===== src/rtl/program_sequencer_pkg.sv =====
// Shared processor definitions: sequencer state encoding, default sizing and
// the per-state output decode used by the sequencer and the control decoder.
package program_sequencer_pkg;

    localparam int PROG_LEN_DEF = 16;
    localparam int PC_W_DEF     = 4;
    localparam int WAIT_MAX_DEF = 255;

    typedef enum logic [2:0] {
        ST_IDLE  = 3'd0,
        ST_LOAD  = 3'd1,
        ST_FETCH = 3'd2,
        ST_EXEC  = 3'd3,
        ST_WAIT  = 3'd4,
        ST_DONE  = 3'd5
    } seq_state_e;

    typedef struct packed {
        logic busy;
        logic reg_wr_gate;
        logic done;
        logic load_ack;
    } seq_out_t;

    // Outputs are a pure function of the state being entered, so they can be
    // registered alongside the state itself.
    function automatic seq_out_t state_outputs(input seq_state_e st);
        seq_out_t o;
        o.busy        = (st != ST_IDLE);
        o.reg_wr_gate = (st == ST_EXEC);
        o.done        = (st == ST_DONE);
        o.load_ack    = (st == ST_LOAD);
        return o;
    endfunction

endpackage


===== src/rtl/program_sequencer_wait_timer.sv =====
// Counts cycles spent waiting on a peripheral handshake and flags when the
// count has reached the configured limit.
module wait_timer
    import program_sequencer_pkg::*;
#(
    parameter int WAIT_MAX = WAIT_MAX_DEF
) (
    input  logic clk,
    input  logic rst,
    input  logic run,
    output logic at_limit
);

    localparam int CNT_W = (WAIT_MAX < 2) ? 1 : $clog2(WAIT_MAX + 1);
    localparam logic [CNT_W-1:0] CNT_ZERO  = {CNT_W{1'b0}};
    localparam logic [CNT_W-1:0] CNT_ONE   = CNT_W'(1'b1);
    localparam logic [CNT_W-1:0] CNT_LIMIT = CNT_W'(WAIT_MAX);

    logic [CNT_W-1:0] cnt_r;

    // Wait counter: zero outside a wait, counts up from zero while waiting, saturates at the limit.
    always_ff @(posedge clk or negedge rst) begin
        if (!rst) begin
            cnt_r <= CNT_ZERO;
        end else if (!run) begin
            cnt_r <= CNT_ZERO;
        end else if (cnt_r != CNT_LIMIT) begin
            cnt_r <= cnt_r + CNT_ONE;
        end else begin
            cnt_r <= cnt_r;
        end
    end

    assign at_limit = run && (cnt_r == CNT_LIMIT);

endmodule


===== src/rtl/program_sequencer.sv =====
// Program sequencer: walks the instruction RAM once per control tick, arbitrates
// the RAM port with the program loader and reports overrun/timeout faults.
module program_sequencer
    import program_sequencer_pkg::*;
#(
    parameter int PROG_LEN = PROG_LEN_DEF,
    parameter int PC_W     = PC_W_DEF,
    parameter int WAIT_MAX = WAIT_MAX_DEF
) (
    input  logic            clk,
    input  logic            rst,
    input  logic            tick,
    input  logic            load_req,
    input  logic            load_we,
    input  logic            ce_mem,
    input  logic            wt_ready,
    input  logic            halt_op,
    input  logic            clear_err,
    output logic [PC_W-1:0] pc,
    output logic            ram_we,
    output logic            load_ack,
    output logic            reg_wr_gate,
    output logic            busy,
    output logic            done,
    output logic            overrun,
    output logic            timeout
);

    localparam logic [PC_W-1:0] PC_ZERO = {PC_W{1'b0}};
    localparam logic [PC_W-1:0] PC_ONE  = PC_W'(1'b1);
    localparam logic [PC_W-1:0] PC_LAST = PC_W'(PROG_LEN - 1);

    seq_state_e      state_r;
    seq_out_t        out_r;
    logic [PC_W-1:0] pc_r;
    logic            overrun_r;
    logic            timeout_r;

    logic            wait_run_s;
    logic            at_limit_s;
    logic            pc_last_s;
    logic            set_overrun_s;
    logic            set_timeout_s;

    assign wait_run_s    = (state_r == ST_WAIT);
    assign pc_last_s     = (pc_r == PC_LAST);
    // A tick is only consumed from IDLE with no competing load request.
    assign set_overrun_s = tick && ((state_r != ST_IDLE) || load_req);
    assign set_timeout_s = wait_run_s && !wt_ready && at_limit_s;

    wait_timer #(
        .WAIT_MAX (WAIT_MAX)
    ) u_wait_timer (
        .clk      (clk),
        .rst      (rst),
        .run      (wait_run_s),
        .at_limit (at_limit_s)
    );

    // Sequencer FSM; outputs are registered together with the state they belong to.
    always_ff @(posedge clk or negedge rst) begin
        if (!rst) begin
            state_r <= ST_IDLE;
            out_r   <= state_outputs(ST_IDLE);
            pc_r    <= PC_ZERO;
        end else begin
            case (state_r)
                ST_IDLE: begin
                    if (load_req) begin
                        state_r <= ST_LOAD;
                        out_r   <= state_outputs(ST_LOAD);
                        pc_r    <= PC_ZERO;
                    end else if (tick) begin
                        state_r <= ST_FETCH;
                        out_r   <= state_outputs(ST_FETCH);
                        pc_r    <= PC_ZERO;
                    end else begin
                        state_r <= ST_IDLE;
                        out_r   <= state_outputs(ST_IDLE);
                        pc_r    <= pc_r;
                    end
                end
                ST_LOAD: begin
                    pc_r <= PC_ZERO;
                    if (!load_req) begin
                        state_r <= ST_IDLE;
                        out_r   <= state_outputs(ST_IDLE);
                    end else begin
                        state_r <= ST_LOAD;
                        out_r   <= state_outputs(ST_LOAD);
                    end
                end
                ST_FETCH: begin
                    state_r <= ST_EXEC;
                    out_r   <= state_outputs(ST_EXEC);
                    pc_r    <= pc_r;
                end
                ST_EXEC: begin
                    if (halt_op) begin
                        state_r <= ST_DONE;
                        out_r   <= state_outputs(ST_DONE);
                        pc_r    <= pc_r;
                    end else if (ce_mem && !wt_ready) begin
                        state_r <= ST_WAIT;
                        out_r   <= state_outputs(ST_WAIT);
                        pc_r    <= pc_r;
                    end else if (pc_last_s) begin
                        state_r <= ST_DONE;
                        out_r   <= state_outputs(ST_DONE);
                        pc_r    <= pc_r;
                    end else begin
                        state_r <= ST_FETCH;
                        out_r   <= state_outputs(ST_FETCH);
                        pc_r    <= pc_r + PC_ONE;
                    end
                end
                ST_WAIT: begin
                    // A ready arriving in the limit cycle still counts as success.
                    if (wt_ready && pc_last_s) begin
                        state_r <= ST_DONE;
                        out_r   <= state_outputs(ST_DONE);
                        pc_r    <= pc_r;
                    end else if (wt_ready) begin
                        state_r <= ST_FETCH;
                        out_r   <= state_outputs(ST_FETCH);
                        pc_r    <= pc_r + PC_ONE;
                    end else if (at_limit_s) begin
                        state_r <= ST_DONE;
                        out_r   <= state_outputs(ST_DONE);
                        pc_r    <= pc_r;
                    end else begin
                        state_r <= ST_WAIT;
                        out_r   <= state_outputs(ST_WAIT);
                        pc_r    <= pc_r;
                    end
                end
                ST_DONE: begin
                    state_r <= ST_IDLE;
                    out_r   <= state_outputs(ST_IDLE);
                    pc_r    <= PC_ZERO;
                end
                default: begin
                    state_r <= ST_IDLE;
                    out_r   <= state_outputs(ST_IDLE);
                    pc_r    <= PC_ZERO;
                end
            endcase
        end
    end

    // Sticky fault flags; a set event in the same cycle as clear_err wins.
    always_ff @(posedge clk or negedge rst) begin
        if (!rst) begin
            overrun_r <= 1'b0;
            timeout_r <= 1'b0;
        end else begin
            if (set_overrun_s) begin
                overrun_r <= 1'b1;
            end else if (clear_err) begin
                overrun_r <= 1'b0;
            end else begin
                overrun_r <= overrun_r;
            end
            if (set_timeout_s) begin
                timeout_r <= 1'b1;
            end else if (clear_err) begin
                timeout_r <= 1'b0;
            end else begin
                timeout_r <= timeout_r;
            end
        end
    end

    assign pc          = pc_r;
    assign busy        = out_r.busy;
    assign reg_wr_gate = out_r.reg_wr_gate;
    assign done        = out_r.done;
    assign load_ack    = out_r.load_ack;
    assign ram_we      = load_we && out_r.load_ack;
    assign overrun     = overrun_r;
    assign timeout     = timeout_r;

endmodule


===== config.mk =====
export PLATFORM = sky130hd
export DESIGN_NAME = program_sequencer
export DESIGN_NICKNAME = d
export VERILOG_FILES = /design/src/rtl/program_sequencer_pkg.sv /design/src/rtl/program_sequencer_wait_timer.sv /design/src/rtl/program_sequencer.sv
export SDC_FILE = /design/constraint.sdc
export NUM_CORES = 1
export LEC_CHECK = 0
export BUFFER_PORTS_ARGS = -buffer_cell sky130_fd_sc_hd__buf_2
export CELL_PAD_IN_SITES_DETAIL_PLACEMENT = 0
export CELL_PAD_IN_SITES_GLOBAL_PLACEMENT = 2
export CORE_ASPECT_RATIO = 0.75
export CORE_UTILIZATION = 34
export CTS_CLUSTER_DIAMETER = 60
export DETAILED_ROUTE_END_ITERATION = 10
export PLACE_DENSITY_LB_ADDON = 0.1
export SLEW_MARGIN = 30
export SYNTH_ARGS = -nofsm -noshare
export SYNTH_HDL_FRONTEND = slang
export SYNTH_HIERARCHICAL = 1
export SYNTH_SLANG_ARGS = --single-unit

===== constraint.sdc =====
create_clock -name clk -period 2.25 [get_ports clk]
set_clock_uncertainty 0.2 [all_clocks]
set_input_delay 0.1125 -clock clk [delete_from_list [all_inputs] [get_ports clk]]
set_output_delay 0.1125 -clock clk [all_outputs]
set_load 0.02 [all_outputs]

==> impl_metrics.py <==
metrics = {
    "sta": {
        "tightest_slew_ns": 0.463,
        "setup_tns_ns": 0,
        "fin_crit_sh_pct": 91.0,
        "finalMaxSlewViolations": 0,
        "slew_headroom_pct": 69.1,
        "min_period_ns": 2.05,
        "fmax_mhz": 488,
        "setup_violations": 0,
        "finalHoldViolations": 0,
        "fin_hold_ws_ns": 0.106,
        "rsz0062_at_grt": "no",
    },
    "grt": {
        "grt_max_degree": 22,
        "antenna_found_initial": 0,
        "grt_pass1_vias": 838,
        "grt_overflow": 0,
        "grt_pass1_wl_um": 3890,
        "grtUsageTotal_pct": 15.6,
    },
    "place": {
        "dp_hpwl_um": 1740,
        "gp_congestion": 0.793,
        "io_buffers": 19,
    },
    "worst_hold_path": {
        "hp-class": "primary input to register",
        "min_from": "wt_ready",
        "hold_depth": 4,
        "worstHoldEndpoint": "done",
    },
    "route": {
        "drt_iter0_markers": 78,
        "drc": 0,
        "viasPerCell": 5.41,
        "wl_per_cell_um": 13.2,
        "first_pass_iters": 4,
        "vias": 946,
        "drt_wl_total_um": 2300,
        "ant_nets": 0,
    },
    "clocking": {
        "clk_pin_slew_ns": 0.08,
        "cts_tree": "yes",
        "cts-root-buf": "clkbuf_8",
        "htree_levels": 1,
        "cts_buffer_depth": 2,
        "cts_setup_buffers": 0,
        "postCtsResizedCells": 0,
        "clock_latency_ns": 0.26,
        "cts.sinks": 21,
        "cts_buffers": 3,
        "ctsHoldBuffers": 6,
    },
    "logic_synthesis": {
        "synth_ff_type": "dfrtp_1",
        "synthArstFlopShare_pct": 100,
        "synth_top_area_share_pct": 47.2,
        "yosysUniqueCellTypes": 42,
        "synth_edf_count": 0,
        "synth_area_leaders": "dfrtp_1 (47%), a21oi_1 (2.7%), nor3b_1 (2.7%)",
        "synth_seq_cells": 21,
        "yosysWarnings": 6,
        "synth_area_sq_um": 1110,
        "syn_inst": 110,
        "syn_area_per_cell_sq_um": 10.1,
        "synth_largest_area_cell": "dfrtp_1",
        "synth_fp_nets": 121,
        "synth-seq-area-share_pct": 47.2,
    },
    "final_layout": {
        "layout-drive-gt1-share_pct": 21.2,
        "area_growth_pct": 20.9,
        "final_cell_mix": "dfrtp_1 (21), buf_2 (19), nor2_1 (7), a21oi_1 (6), dlygate4sd3_1 (6)",
        "diodes": 0,
        "nets": 149,
        "layout_commonest_cell": "dfrtp_1",
    },
    "power_and_ir_drop": {
        "power_density_nw_per_um2": 797,
        "ir_worst_vdd_uv": 326,
        "seq_power_share_pct": 46.5,
        "p_leak_nw": 0.606,
        "power.switching_mw": 0.371,
        "p_int_mw": 0.701,
        "power.clock.fraction_pct": 22.8,
        "combPwrFrac_pct": 30.7,
        "switching_share_pct": 34.7,
    },
    "critical_path": {
        "r2r_slack_ns": 0.20,
        "crit_path_end_kind": "register",
        "worstPathMaxFanout": 9,
        "r2r_end": "overrun",
        "cp.arrival_ns": 2.00,
        "worstSetupPathType": "register to register",
        "cp_data_required_time_ns": 2.20,
        "cp-start-kind": "register",
        "r2r_cells": 3,
        "r2r_start": "state_r[1]",
    },
    "status": {
        "status": "complete, no violations",
    },
    "floorplanning": {
        "fp-row-count": 17,
        "die_area_sq_um": 3510,
        "ios": 20,
        "start_util_pct": 36.8,
        "dieWidth_um": 68.0,
        "die_h_um": 51.5,
        "core_sq_um": 3020,
    },
    "run": {
        "max_cap_violations": 0,
    },
}
[power groups by stage]
| stage | Clock, mW | Sequential [mW] | Combinational (mW) |
|---|---|---|---|
| finish | 0.244 | 0.499 | 0.329 |
| global placement | 0 | 0.499 | 0.322 |
| detailed placement | 0 | 0.506 | 0.318 |
| global route | 0.274 | 0.513 | 0.374 |
| CTS | 0.260 | 0.498 | 0.332 |
| floorplan | 0 | 0.536 | 0.185 |
[state kept, by name (all words and copies together), names as in the netlist]
name                flops
load_ack                1
pc                      4
state_r                 3
timeout                 1
busy                    1
done                    1
overrun                 1
reg_wr_gate             1
u_wait_timer/cnt_r      8
[logic make-up after synthesis]
family                     Yosys count  synth area share, %
buffers and inverters                8                 3.94
muxes                                1                0.900
DFF                                 21                 47.2
adders and majority gates            2                 2.25
AOI/OAI and AO/OA                   34                 21.3
and+or+nand+nor                     43                 23.6
xor gates and xnor gates             1                0.788
[synth_stat cells (all sizes together) (2+ instances only)]
library cell	number
dfrtp	21
o21a	2
a22o	2
o32ai	2
a2bb2oi	2
nand4	2
nor2	7
nor2b	3
nand3	4
o2bb2ai	2
o21ai	6
ha	2
nand2	4
nand3b	2
and3	3
nand2b	3
buf	2
a31oi	4
and2	2
a21oi	7
nor3	3
and4	2
nor3b	4
inv	5
[cell type report]
cell class | instances | area (sq um)
Clock buffer | 3 | 41.3
Clock inverter | 1 | 5.00
Fill cell | 295 | 1680
Inverter | 6 | 27.5
Multi-Input combinational cell | 81 | 543
Sequential cell | 21 | 526
Tap cell | 38 | 47.5
Timing Repair Buffer | 25 | 155
[worst max path at each step]
stage                          start         end  cells past startpoint
after global placement    state_r[1]  state_r[0]                      7
after global routing      state_r[2]  state_r[0]                      7
after detailed placement  state_r[1]  state_r[0]                      7
after CTS                 state_r[1]     overrun                      3
after floorplan                pc[0]       pc[2]                      5
final                     state_r[1]     overrun                      3
[stage by stage]
stage / instance area (sq um) / setup slack (ns) / util (%) / power (mW) / std cells
after detailed placement: 1240 / 0.319 / 41.0 / 0.824 / 165
after floorplan: 1110 / 0.471 / - / 0.721 / 110
after global routing: 1350 / 0.150 / 44.5 / 1.16 / 175
final: 1350 / 0.201 / 44.5 / 1.07 / 175
after CTS: 1350 / 0.205 / 44.5 / 1.09 / 175
after global placement: 1240 / 0.408 / 41.0 / 0.821 / 165
[metal layers]
layer | vias up | part of all wire, % | GRT usage, %
li1 | 472 | - | -
met1 | 451 | 53 | 21.3
met2 | 21 | 41 | 23.4
met3 | 2 | 5.5 | 5.26
met4 | 0 | 0.61 | 4.17
met5 | - | 0 | 0
[critical path, cell delays in order (launching register included)]
cell           delay, ns
dfrtp_1             0.47
or4_1               0.54
a22o_1              0.18
dlygate4sd3_1       0.54
(Power assumes the default switching activity.)
